==> config.mk <==
export PLATFORM = sky130hd
export DESIGN_NAME = hamming_dec_engine
export DESIGN_NICKNAME = d
export VERILOG_FILES = /design/src/rtl/hamming_dec_engine.sv
export SDC_FILE = /design/constraint.sdc
export NUM_CORES = 1
export LEC_CHECK = 0
export ABC_CLOCK_PERIOD_IN_PS = 5600
export BUFFER_PORTS_ARGS = -buffer_cell sky130_fd_sc_hd__buf_2
export CAP_MARGIN = 20
export CELL_PAD_IN_SITES_DETAIL_PLACEMENT = 1
export CELL_PAD_IN_SITES_GLOBAL_PLACEMENT = 2
export CORE_UTILIZATION = 37
export CTS_BUF_LIST = sky130_fd_sc_hd__clkbuf_16
export CTS_CLUSTER_SIZE = 12
export DETAILED_ROUTE_END_ITERATION = 6
export GPL_ROUTABILITY_DRIVEN = 0
export PLACE_DENSITY = 0.94
export SLEW_MARGIN = 20
export SYNTH_ARGS = -nofsm -noshare
export SYNTH_HDL_FRONTEND = slang
export SYNTH_SLANG_ARGS = --single-unit
==> constraint.sdc <==
create_clock -name clk -period 5.6 [get_ports clk]
set_input_delay 1.12 -clock clk [delete_from_list [all_inputs] [get_ports clk]]
set_output_delay 1.12 -clock clk [all_outputs]
set_load 0.05 [all_outputs]
==> src/rtl/hamming_dec_engine.sv <==
// Memory-walking Hamming(16,11) SECDED decoder: reads N_WORDS encoded words, corrects
// single-bit errors, flags double-bit errors and writes decoded message plus status back.
module hamming_dec_engine #(
  parameter int N_WORDS  = 15,
  parameter int SRC_BASE = 30,
  parameter int DST_BASE = 0,
  parameter int AW       = 8
) (
  input  logic          clk,
  input  logic          reset,
  input  logic          req,
  output logic          done,
  output logic [AW-1:0] mem_addr,
  input  logic [7:0]    mem_rd_data,
  output logic          mem_wr_en,
  output logic [7:0]    mem_wr_data,
  output logic [3:0]    sec_cnt,
  output logic [3:0]    ded_cnt
);

  typedef enum logic [2:0] {
    S_IDLE  = 3'd0,
    S_RD_LO = 3'd1,
    S_RD_HI = 3'd2,
    S_WR_LO = 3'd3,
    S_WR_HI = 3'd4,
    S_DONE  = 3'd5
  } state_t;

  localparam logic [3:0]    LAST_IDX = 4'(N_WORDS - 1);
  localparam logic [AW-1:0] SRC_A    = AW'(SRC_BASE);
  localparam logic [AW-1:0] DST_A    = AW'(DST_BASE);

  // Returns {flag[1:0], 3'b000, d11..d9, d8..d1}; single errors are flipped back first.
  function automatic logic [15:0] secded_decode(input logic [15:0] w_in);
    logic [15:0] w;
    logic [3:0]  syn;
    logic [1:0]  flag;
    w   = w_in;
    syn = 4'd0;
    for (int k = 1; k < 16; k++) begin
      if (w[k]) syn = syn ^ 4'(k);
    end
    if (^w) begin
      w[syn] = ~w[syn];
      flag   = 2'b01;
    end else if (syn != 4'd0) begin
      flag = 2'b10;
    end else begin
      flag = 2'b00;
    end
    return {flag, 3'b000, w[15:13], w[12:9], w[7:5], w[3]};
  endfunction

  state_t        state_q, state_d;
  logic [3:0]    i_q, i_d;
  logic [7:0]    lo_q, lo_d;
  logic [7:0]    hi_q, hi_d;
  logic [3:0]    sec_q, sec_d;
  logic [3:0]    ded_q, ded_d;
  logic [15:0]   dec_s;
  logic [AW-1:0] off_s;

  assign dec_s = secded_decode({hi_q, lo_q});
  assign off_s = AW'({i_q, 1'b0});

  // State and datapath registers.
  always_ff @(posedge clk) begin
    if (reset) begin
      state_q <= S_IDLE;
      i_q     <= 4'd0;
      lo_q    <= 8'd0;
      hi_q    <= 8'd0;
      sec_q   <= 4'd0;
      ded_q   <= 4'd0;
    end else begin
      state_q <= state_d;
      i_q     <= i_d;
      lo_q    <= lo_d;
      hi_q    <= hi_d;
      sec_q   <= sec_d;
      ded_q   <= ded_d;
    end
  end

  // Next-state and datapath update.
  always_comb begin
    state_d = state_q;
    i_d     = i_q;
    lo_d    = lo_q;
    hi_d    = hi_q;
    sec_d   = sec_q;
    ded_d   = ded_q;
    case (state_q)
      S_IDLE, S_DONE: begin
        if (req) begin
          state_d = S_RD_LO;
          i_d     = 4'd0;
          sec_d   = 4'd0;
          ded_d   = 4'd0;
        end else begin
          state_d = state_q;
        end
      end
      S_RD_LO: begin
        lo_d    = mem_rd_data;
        state_d = S_RD_HI;
      end
      S_RD_HI: begin
        hi_d    = mem_rd_data;
        state_d = S_WR_LO;
      end
      S_WR_LO: begin
        // Counters saturate rather than wrap.
        if (dec_s[15:14] == 2'b01 && sec_q != 4'hF) begin
          sec_d = sec_q + 4'd1;
        end else if (dec_s[15:14] == 2'b10 && ded_q != 4'hF) begin
          ded_d = ded_q + 4'd1;
        end else begin
          sec_d = sec_q;
        end
        state_d = S_WR_HI;
      end
      S_WR_HI: begin
        i_d = i_q + 4'd1;
        if (i_q < LAST_IDX) begin
          state_d = S_RD_LO;
        end else begin
          state_d = S_DONE;
        end
      end
      default: begin
        state_d = S_IDLE;
      end
    endcase
  end

  // Moore outputs decoded from the registered state.
  always_comb begin
    done        = 1'b0;
    mem_addr    = '0;
    mem_wr_en   = 1'b0;
    mem_wr_data = 8'd0;
    case (state_q)
      S_RD_LO: mem_addr = SRC_A + off_s;
      S_RD_HI: mem_addr = SRC_A + off_s + AW'(1);
      S_WR_LO: begin
        mem_addr    = DST_A + off_s;
        mem_wr_en   = 1'b1;
        mem_wr_data = dec_s[7:0];
      end
      S_WR_HI: begin
        mem_addr    = DST_A + off_s + AW'(1);
        mem_wr_en   = 1'b1;
        mem_wr_data = dec_s[15:8];
      end
      S_DONE:  done = 1'b1;
      default: done = 1'b0;
    endcase
  end

  assign sec_cnt = sec_q;
  assign ded_cnt = ded_q;

endmodule

==> results by group <==
STA
  – Setup_tns: 0 ns
  – Min Tclk post-route: 4.38 ns
  – Fin crit share: 78.3%
  – Worst-margin pin slew: 0.965 ns
  – Fmax: 0.228 GHz
  – Final hold violations: 0
  – Final setup fails: 0
  – Max Clock Skew: 0.00250 ns
  – WHS: 0.518 ns
  – RSZ-0062 raised after global routing: false
  – Max-slew violations: 0
  – Max-slew headroom: 35.3%

Clocking
  – Total clock sinks: 31
  – CTS tree: done
  – CTS max path bufs: 2
  – CTS root buf: clkbuf_16
  – Reg clk slew, reported paths: 0.05 ns
  – CTS H-Tree Depth: 2
  – CTS Buf Count: 5
  – Post_cts resized: 0
  – Clk_lat worst skew: 0.27 ns
  – Hold-fix buffers, CTS: 0
  – Post-CTS Setup Inserts: 0

Worst setup path
  – Reg-to-Reg Start: lo_q[7]
  – R2R Path End: ded_cnt[3]
  – R2R cell count: 7
  – Critical path origin: lo_q[7]
  – Critical Path RT: 4.48 ns
  – Critical Path AT: 3.26 ns
  – Setup crit start kind: flip-flop
  – Critical-path maximum fanout: 10
  – Reg2Reg Setup Slack: 2.84 ns
  – Critical path class: flip-flop to primary output
  – Crit. End Element: primary output

Final layout
  – Commonest non-fill, non-tap cells in the layout: nor2_1 (41), buf_2 (34), dfxtp_1 (31)
  – P&R area growth vs syn: 13.5%
  – FILL cells: 805
  – Final Net Count: 352
  – Non-filler instance count after layout: 415
  – Fin util: 44.3%
  – Layout cells sized above 1: 19.5%
  – Most common cell after layout, fill and taps aside: nor2_1
  – ANT cells: 0

Detailed routing
  – Initial DRC count: 93
  – Via density: 5.57
  – DR pass1 iterations: 6
  – Post-route DRC violation count: 3
  – Vias: 2,312
  – Antenna viol nets, final: 0
  – Detailed Route WL: 7.02 mm
  – Avg WL per Cell: 16.9 um

Placed design
  – Hpwl dp: 5.37 mm
  – PortBufs: 34
  – Dpl cells: 407

Yosys
  – Main synth FF type: dfxtp_1
  – Yosys synthesis warning count: 0
  – Syn Std Cell Area: 0.00254 mm2
  – Async set-reset flop share out of synthesis: 0%
  – Yosys reg bits: 31
  – Netlist cell types: 63
  – Cells after Synth: 312
  – Avg Cell Area, Syn: 8.13 um2
  – Seq/Total Area, Yosys: 24.5%
  – Post-synth EDFFs: 0

GRT
  – Initial antenna violation count: 0
  – Gr usage total: 21.2%
  – Global-route wire length before repair: 12.0 mm
  – Vias in the first global route: 2,307
  – Gr ovfl total: 0
  – Largest net degree at the start of global routing: 28

Die
  – Die area: 0.00719 mm2
  – Chip width: 84.8 um
  – Cell Rows: 29
  – Starting density of the core: 39.0%
  – Core box area: 0.00649 mm2
  – Io pins: 37
  – Die height: 84.8 um

Status
  – Run status: finished with violations
  – Violated checks: DRC

Power and ir drop
  – Power Density: 312 mW/mm2
  – Final Power: 0.899 mW
  – Maximum ir drop on the vdd rail: 169 uV
  – Pleak: 1.08 nW

Min path
  – Worst min-delay path class: flip-flop to flip-flop
  – Hold path depth: 2
  – Hold EP: ded_cnt[1]
  – Hold wc startpoint: ded_cnt[1]

Flow run
  – Max cap viols: 0
==> worst max-delay path by stage <==
stage | slack [ns] | cells after the start | to
global placement | 1.59 | 8 | mem_wr_data[6]
floorplan | 1.40 | 7 | mem_wr_data[3]
CTS | 1.20 | 8 | mem_wr_data[6]
detailed placement | 1.49 | 8 | mem_wr_data[6]
global route | 1.03 | 8 | mem_wr_data[6]
finish | 1.22 | 8 | mem_wr_data[6]
==> power breakdown <==
part           internal, mW  total [mW]  leakage (nW)  switching, mW
logic                 0.139       0.390         0.762          0.252
registers             0.230       0.248         0.251         0.0182
clock network         0.162       0.260        0.0710         0.0986
total                 0.530       0.899          1.08          0.369
==> per-layer routing <==
layer,GRT usage [%],part of all wire (%)
met1,30.3,50
met4,6.16,1.2
met5,0,0
met2,33.1,46
met3,3.24,3.3
==> through the flow <==
| stage | area, um2 | setup WS [ns] |
|---|---|---|
| floorplan | 2540 | 1.40 |
| global placement | 2740 | 1.59 |
| detailed placement | 2740 | 1.49 |
| CTS | 2880 | 1.20 |
| global route | 2880 | 1.03 |
| finish | 2880 | 1.22 |
==> cells in the mapped netlist (2+ instances only) <==
library cell	n	share of area, %
nor2_1	41	6.1
dfxtp_1	31	24
nand2_1	29	4.3
xnor2_1	22	7.6
a21oi_1	20	3.9
mux2i_1	19	7.5
nor3_1	14	2.8
o21ai_0	13	2.6
clkbuf_1	11	1.6
nand3_1	11	2.2
inv_1	7	1.0
xor2_1	7	2.4
nand2b_1	5	1.2
o22ai_1	5	1.2
xnor2_2	5	3.2
and3_1	4	0.99
ha_1	4	2.0
o211ai_1	4	1.2
buf_2	3	0.59
maj3_1	3	1.2
nor2b_1	3	0.74
or3_1	3	0.74
a21o_1	2	0.59
a31oi_1	2	0.49
buf_4	2	0.59
inv_2	2	0.30
mux2_1	2	0.89
o311a_1	2	0.79
xnor3_2	2	1.9
==> registers in the layout, summed over array words and instances (netlist names) <==
name,cells
hi_q,8
lo_q,8
ded_cnt,4
i_q,4
sec_cnt,4
state_q,3
==> worst max-delay path, stage by stage, from the launching register on <==
cell and delay (ns):
dfxtp_1 0.50, xnor2_2 0.19, xnor3_2 0.58, xnor2_2 0.47, mux4_2 0.56, o21ai_1 0.14, mux2i_1 0.11, o22ai_1 0.14
buf_2 0.29
==> final cells by class <==
cell class / count / area (um2) / share of cell area, %
flip-flops and latches: 31 / 621 / 21.6
inverters: 9 / 33.8 / 1.17
repair buffers: 35 / 178 / 6.17
clock buffers: 5 / 125 / 4.35
well taps: 77 / 96.3 / 3.35
multi-input cells: 255 / 1810 / 62.8
clock inverters: 3 / 16.3 / 0.565
==> cell families (layout without fill, tap and decap cells) <==
family | count (synthesis) | in the layout | share of synthesized area [%]
multiplexers | 23 | 23 | 9.72
buffers and inverters | 27 | 52 | 4.74
flip-flops | 31 | 31 | 24.5
AND/OR/NAND/NOR | 120 | 120 | 22.8
other | 1 | 2 | 0.148
AO/OA/AOI/OAI | 64 | 64 | 17.2
adder cells (fa/ha/maj) | 7 | 7 | 3.16
XOR/XNOR | 39 | 39 | 17.7
(Power assumes the default switching activity.)
